## src/rtl/mc_control_fsm.sv

```systemverilog
// mc_control_fsm: multi-cycle RV32I control sequencer with memory wait states and bus timeout.
// Optional MC_RETIRE_CNT_EN adds a retired-instruction counter output.
module mc_control_fsm #(
    parameter int MEM_TIMEOUT = 255,
    parameter int TMO_W       = 16
) (
    input  logic       clk,
    input  logic       rst,
    input  logic [6:0] op,
    input  logic       zero,
    input  logic       mem_ready,
    output logic       pc_update,
    output logic       adr_src,
    output logic       mem_read,
    output logic       mem_write,
    output logic       ir_write,
    output logic       reg_write,
    output logic [1:0] alu_src_a,
    output logic [1:0] alu_src_b,
    output logic [1:0] alu_op,
    output logic [1:0] result_src,
    output logic [2:0] imm_src,
`ifdef MC_RETIRE_CNT_EN
    output logic [31:0] retired,
`endif
    output logic       halted,
    output logic [1:0] err_code
);
    localparam logic [6:0] OP_LOAD  = 7'b0000011;
    localparam logic [6:0] OP_STORE = 7'b0100011;
    localparam logic [6:0] OP_R     = 7'b0110011;
    localparam logic [6:0] OP_I     = 7'b0010011;
    localparam logic [6:0] OP_BR    = 7'b1100011;
    localparam logic [6:0] OP_JAL   = 7'b1101111;
    localparam logic [6:0] OP_JALR  = 7'b1100111;
    localparam logic [6:0] OP_LUI   = 7'b0110111;
    localparam logic [6:0] OP_AUIPC = 7'b0010111;

    typedef enum logic [3:0] {
        FETCH, DECODE, MEMADR, MEMREAD, MEMWB, MEMWRITE, EXECR, EXECI,
        ALUWB, BEQ, JAL, JALR, JALRWB, LUI, AUIPC, HALT
    } state_e;

    state_e           state_q, state_d;
    logic [1:0]       err_q, err_d;
    logic [TMO_W-1:0] tmo_q, tmo_d;
    logic             wait_st, tmo_hit;

    assign imm_src = (op == OP_STORE) ? 3'b001 :
                     (op == OP_BR) ? 3'b010 :
                     (op == OP_JAL) ? 3'b011 :
                     (op == OP_LUI || op == OP_AUIPC) ? 3'b100 : 3'b000;
    assign err_code = err_q;
    assign wait_st  = state_q == FETCH || state_q == MEMREAD || state_q == MEMWRITE;
    assign tmo_hit  = wait_st && !mem_ready && tmo_q == TMO_W'(MEM_TIMEOUT);

    always_comb begin
        state_d    = state_q;
        err_d      = err_q;
        pc_update  = 1'b0;
        adr_src    = 1'b0;
        mem_read   = 1'b0;
        mem_write  = 1'b0;
        ir_write   = 1'b0;
        reg_write  = 1'b0;
        alu_src_a  = 2'b00;
        alu_src_b  = 2'b00;
        alu_op     = 2'b00;
        result_src = 2'b00;
        halted     = 1'b0;
        case (state_q)
            FETCH: begin
                mem_read   = 1'b1;
                alu_src_b  = 2'b10;
                result_src = 2'b10;
                ir_write   = mem_ready;
                pc_update  = mem_ready;
                state_d    = mem_ready ? DECODE : FETCH;
            end
            DECODE: begin
                alu_src_a = 2'b01;
                alu_src_b = 2'b01;
                case (op)
                    OP_LOAD, OP_STORE: state_d = MEMADR;
                    OP_R:              state_d = EXECR;
                    OP_I:              state_d = EXECI;
                    OP_BR:             state_d = BEQ;
                    OP_JAL:            state_d = JAL;
                    OP_JALR:           state_d = JALR;
                    OP_LUI:            state_d = LUI;
                    OP_AUIPC:          state_d = AUIPC;
                    default: begin
                        state_d = HALT;
                        err_d   = 2'b01;
                    end
                endcase
            end
            MEMADR: begin
                alu_src_a = 2'b10;
                alu_src_b = 2'b01;
                state_d   = (op == OP_LOAD) ? MEMREAD : MEMWRITE;
            end
            MEMREAD: begin
                adr_src  = 1'b1;
                mem_read = 1'b1;
                state_d  = mem_ready ? MEMWB : MEMREAD;
            end
            MEMWB: begin
                result_src = 2'b01;
                reg_write  = 1'b1;
                state_d    = FETCH;
            end
            MEMWRITE: begin
                adr_src   = 1'b1;
                mem_write = !tmo_hit;
                state_d   = mem_ready ? FETCH : MEMWRITE;
            end
            EXECR: begin
                alu_src_a = 2'b10;
                alu_op    = 2'b10;
                state_d   = ALUWB;
            end
            EXECI: begin
                alu_src_a = 2'b10;
                alu_src_b = 2'b01;
                alu_op    = 2'b10;
                state_d   = ALUWB;
            end
            ALUWB: begin
                reg_write = 1'b1;
                state_d   = FETCH;
            end
            BEQ: begin
                alu_src_a = 2'b10;
                alu_op    = 2'b01;
                pc_update = zero;
                state_d   = FETCH;
            end
            JAL: begin
                alu_src_a = 2'b01;
                alu_src_b = 2'b10;
                pc_update = 1'b1;
                state_d   = ALUWB;
            end
            JALR: begin
                alu_src_a  = 2'b10;
                alu_src_b  = 2'b01;
                result_src = 2'b10;
                pc_update  = 1'b1;
                state_d    = JALRWB;
            end
            JALRWB: begin
                alu_src_a  = 2'b01;
                alu_src_b  = 2'b10;
                result_src = 2'b10;
                reg_write  = 1'b1;
                state_d    = FETCH;
            end
            LUI: begin
                alu_src_a = 2'b11;
                alu_src_b = 2'b01;
                state_d   = ALUWB;
            end
            AUIPC: begin
                alu_src_a = 2'b01;
                alu_src_b = 2'b01;
                state_d   = ALUWB;
            end
            default: halted = 1'b1;
        endcase
        if (tmo_hit) begin
            state_d = HALT;
            err_d   = 2'b10;
        end
        // any state change clears the counter, which covers every entry into a wait state
        tmo_d = (state_d != state_q) ? '0 : (wait_st && !mem_ready) ? tmo_q + TMO_W'(1) : tmo_q;
    end

    always_ff @(posedge clk or negedge rst) begin
        if (!rst) begin
            state_q <= FETCH;
            err_q   <= 2'b00;
            tmo_q   <= '0;
        end else begin
            state_q <= state_d;
            err_q   <= err_d;
            tmo_q   <= tmo_d;
        end
    end

`ifdef MC_RETIRE_CNT_EN
    logic [31:0] ret_q;
    assign retired = ret_q;
    always_ff @(posedge clk or negedge rst) begin
        if (!rst) ret_q <= '0;
        else if (state_d == FETCH && state_q != FETCH) ret_q <= ret_q + 32'd1;
    end
`endif
endmodule

```

## config.mk

```make
export PLATFORM = sky130hd
export DESIGN_NAME = mc_control_fsm
export DESIGN_NICKNAME = d
export VERILOG_FILES = /design/src/rtl/mc_control_fsm.sv
export SDC_FILE = /design/constraint.sdc
export NUM_CORES = 1
export LEC_CHECK = 0
export ABC_AREA = 1
export ABC_CLOCK_PERIOD_IN_PS = 3000
export CORE_MARGIN = 2
export CORE_UTILIZATION = 57
export DETAILED_ROUTE_END_ITERATION = 6
export GPL_TIMING_DRIVEN = 0
export HOLD_SLACK_MARGIN = 0.05
export PLACE_DENSITY = 0.86
export SLEW_MARGIN = 40
export SYNTH_ARGS = -nofsm -noshare
export SYNTH_HDL_FRONTEND = slang
export SYNTH_SLANG_ARGS = --single-unit
```

## constraint.sdc

```tcl
create_clock -name clk -period 3 [get_ports clk]
set_input_delay 0.6 -clock clk [delete_from_list [all_inputs] [get_ports clk]]
set_output_delay 0.6 -clock clk [all_outputs]
set_load 0.01 [all_outputs]
```

Word-level counts from Yosys, hierarchy flattened:

Index checks and enable logic that the tools add are counted.

* add/sub/neg operators: 1
* equality and inequality tests: 26
* multiplexer cells: 27
* reductions and logical operators: 26

Operators by type and width (count)
* 4-bit one-hot mux with 8 select lines: 2
* 16-bit two-way mux: 2
* 4-bit == test, second input constant: 7
* 7-bit by 6-bit == test with 1-bit output, second input constant: 3
* 7-bit == test, second input constant: 3
* 3-bit two-way mux: 7
* 16-bit by 1-bit adder with 16-bit output, second input constant: 1
* 16-bit by 8-bit == test with 1-bit output, second input constant: 1
* 4-bit by 3-bit == test with 1-bit output, second input constant: 4
* 15-bit OR reduction: 1
* 7-bit by 5-bit == test with 1-bit output, second input constant: 2
* 2-bit one-hot mux with 2 select lines: 3
* 2-bit OR reduction: 5
* 5-bit OR reduction: 2
* 3-bit OR reduction: 3
* 9-bit OR reduction: 1
* 4-bit by 2-bit == test with 1-bit output, second input constant: 2
* 4-bit OR reduction: 2
* 7-bit by 2-bit == test with 1-bit output, second input constant: 1
* 1-bit two-way mux: 7
* 2-bit two-way mux: 3
* 2-bit one-hot mux with 3 select lines: 1
* 6-bit OR reduction: 1
* 4-bit by 1-bit == test with 1-bit output, second input constant: 1
* 10 further kinds: 15

* register bits: 22
* bits of input ports: 11
* output and inout bits: 20
* logic and storage cells: 83

Depth between registers and ports, before layout:

* depth after elaboration: 8
* gate-level depth with buffers: 14
* mapped depth without buffers: 13

Least setup slack after synthesis:

No wires, ideal clock.

* path type: reg-to-output
* from: register state_q[3]
* to: output port mem_write
* data arrival time: 1.312 ns
* required time: 2.400 ns
* setup slack: 1.088 ns
* cell stages (with the launch flop): 7
* buffers on the path: 0
* cell sequence: dfrtp_1 nor2_2 nand2_1 nand3_2 nand4_1 nor2_2 nor2_1

* word-level cells in the longest chain between the ends: 7
* elaborated cells between the ends (all ways): 9
* those cells by class: eq/ne (2); mux (1); reduce/logical (6)

RTL lines
* start, declared: RTL line 44 `state_e state_q, state_d;`
* start signal, assigned: RTL line 185 `state_q <= state_d;`
* 4-bit by 2-bit == test with 1-bit output or 4-bit zero test (tied branches): RTL line 54 `assign wait_st = state_q == FETCH || state_q == MEMREAD || state_q == MEMWRITE;`
* 1-bit logical OR (2 in series): RTL line 54
* 1-bit logical AND (2 in series): RTL line 55 `assign tmo_hit = wait_st && !mem_ready && tmo_q == TMO_W'(MEM_TIMEOUT);`
* 1-bit zero test: RTL line 115 `mem_write = !tmo_hit;`
* 1-bit two-way mux (*): RTL line 71 `case (state_q)`
* end, declared: RTL line 15 `output logic mem_write,`

Every way passes the cells marked *; elsewhere a longest branch is shown, timed or not.

Worst setup path after layout:

* from: register state_q[1]
* to: output port mem_write

The elaborated chain is that of the path after synthesis.

==> key figures <==
Logic synthesis
  – Mean post-synth cell area: 6.96 sq um
  – Synth Flop Type: dfrtp_1
  – Seq/Total Area, Yosys: 31.9%
  – Synth Register Bits: 22
  – Syn Inst Count: 248
  – Synth unique cells: 24
  – Async set or reset register ratio after synthesis: 100%
  – Yosys Warn Count: 0
  – Number of synthesized flops with an enable pin: 0
  – Syn_nets: 260
  – Mapped Area: 1730 sq um

Timing
  – Pins over their slew limit: 0
  – RSZ-0062 raised after global routing: false
  – Maximum clock frequency: 0.346 GHz
  – Final hold vios: 0
  – Slew HR: 67.2%
  – Setup Viol. Count Final: 0
  – Total negative slack: 0 ps
  – Final Skew: 10.6 ps
  – Tmin final: 2890 ps
  – Part of the cycle the worst path needs: 96.4%
  – Slew @ Worst Pin: 492 ps

Placed design
  – Port bufs: 30
  – Placed wire-length estimate: 3.09 mm
  – Routability cong.: 0.884

Power
  – Max VDD drop: 0.000282 V
  – Design Power: 0.000460 W
  – Pleak: 1.03 nW
  – Pwr/cell area: 217 nW/um^2
  – Share of total power in combinational logic: 7.3%
  – Sw frac: 22.2%
  – Net load switching power: 0.000102 W
  – Clock power frac: 28.2%
  – Internal: 0.000358 W
  – Reg power frac: 64.5%

Cells and area
  – Fillers: 229
  – Multi-input logic area: 1010 sq um
  – Layout Nets: 298
  – Share of cells above drive strength 1: 12.0%
  – Antenna cells: 0
  – FF/Latch Area: 553 sq um
  – P&R area growth vs syn: 22.8%

Flow run
  – Max-cap violations: 0

Floorplanning
  – Num rows: 19
  – Starting Density: 61.0%
  – Die Y: 59.0 um
  – Die Wd: 59.0 um
  – DIE AREA: 3490 sq um
  – Core footprint: 2830 sq um
  – Num ports: 31

Global route
  – First-pass GRT wire length: 6.97 mm
  – Grt ovf: 0
  – GRT Total Usage: 25.4%
  – Vias in the first global route: 1,650
  – Largest net degree at the start of global routing: 23
  – Initial antenna violation count: 0

Drt
  – Routed Antenna Nets: 0
  – Initial DRC Count: 108
  – Drt pass-1 iters: 5
  – Routed vias: 1,763
  – Routed wire length: 4.15 mm
  – Vias per cell: 5.60
  – Per-cell routed wire length: 13.2 um
  – Remaining DRCs: 0

Worst hold path
  – Worst min path class: primary input to asynchronous set/reset pin

Critical path
  – Crit path capture type: output port
  – Critical Path AT: 2290 ps
  – CP startpoint kind: flop
  – Crit-path max FO: 5
  – CP Class: flop to output port
  – Critical Path RT: 2400 ps

Clocking
  – Num CTS Buffers: 3
  – Clock root buffer: clkbuf_4
  – CTS Hold Bufs: 0
  – Clk pin slew, worst setup/hold paths: 120 ps
  – CTS Sinks: 22
  – CTS tree: built
  – Longest Clk Path Bufs: 2
  – CTS H-tree lvls: 1
  – Skew-Pair Late Insertion Delay: 300 ps

Run status
  – Outcome: finished clean
routing by layer:
metal	global-route usage [%]	up-vias	routed length (um)
met1	35.7	829	1930
met3	6.33	6	231
met4	7.14	0	57
met2	38.9	60	1930
li1	-	868	-
met5	0	-	0
registers in the layout (all words and copies together), names as in the netlist:
register  cells
tmo_q        16
state_q       4
err_code      2
cell type report:
type                       count  share of cell area, %
sequential                    22                   26.1
buffer                         2                   1.06
inverter                      41                   7.49
tap                           31                   1.83
timing repair buffer          33                   15.0
clock buffer                   3                   1.06
multi-input combinational    183                   47.5
worst max-delay path, stage by stage, from the launching register on:
cell and delay [ps]:
dfrtp_1 440, nor2_2 200, nand2_1 160, nand3_2 170, nand4_1 250, nor2_4 220, nor2_1 70, clkdlybuf4s50_1 470
path summary, 6_finish.rpt:
path                                    startpoint                 endpoint  slack, ps  depth (start not counted)
setup / recovery              state_q[1]$_DFF_PN0_                mem_write        110                          7
hold / removal                                 rst     state_q[3]$_DFF_PN0_        240                          1
setup reg to reg              state_q[1]$_DFF_PN0_     tmo_q[1]$_DFFE_PN0P_        830                         11
hold reg to reg            err_code[1]$_DFFE_PN0P_  err_code[1]$_DFFE_PN0P_        490                          2
max in group asynchronous                      rst     state_q[0]$_DFF_PN0_       2390                          1
min in group clk           err_code[1]$_DFFE_PN0P_  err_code[1]$_DFFE_PN0P_        490                          2
Yosys cell counts, types with 3 or more instances:
| cell | n | area share [%] |
|---|---|---|
| nand4_1 | 12 | 4.3 |
| nand2_1 | 56 | 12 |
| nor3_2 | 9 | 5.2 |
| dfrtp_1 | 22 | 32 |
| a21oi_1 | 3 | 0.87 |
| nor3_1 | 13 | 3.8 |
| xor2_1 | 13 | 6.6 |
| nand3_1 | 25 | 7.2 |
| inv_1 | 40 | 8.7 |
| nor2_1 | 33 | 7.2 |
| nor2_2 | 3 | 1.1 |
metrics by stage:
step	hold WS, ps	std cells	setup slack [ps]	cell area, sq um	util (%)
after floorplan	304	248	1090	1730	-
after detailed placement	463	309	157	2060	72.8
after global placement	470	309	159	2070	73.0
after CTS	248	312	56.3	2090	73.8
after global routing	257	315	18.0	2120	75.0
final	238	315	109	2120	75.0
repair_timing:
action | 4_1_cts | 5_1_grt
buffers inserted | 0 | 3
setup endpoints to repair | 1 | 1
pin swaps | 0 | 2
resized for setup | 1 | 4
cell usage in the layout (no fill, tap or decap), drive strengths merged:
master          n
clkbuf          3
a31o            1
nand4          12
ha              1
o211ai          2
xor2           13
nor2           36
o2111ai         1
clkdlybuf4s50  29
nand3          28
inv            41
nor3           23
buf             6
dfrtp          22
and3            1
o21ai           2
a21oi           3
nand2          60
power groups by stage:
stage | Sequential [W] | Clock (W) | Combinational (W)
global route | 0.000297 | 0.000147 | 0.0000378
finish | 0.000296 | 0.000130 | 0.0000335
global placement | 0.000302 | 0 | 0.0000337
detailed placement | 0.000302 | 0 | 0.0000338
CTS | 0.000296 | 0.000135 | 0.0000338
floorplan | 0.000302 | 0 | 0.0000109
cell families after synthesis:
family | synth area share, %
flops | 31.9
compound gates | 3.33
xor+xnor | 6.59
fa+ha+maj | 0.725
buf+inv | 10.5
simple gates | 47.0
(Power assumes the default switching activity.)
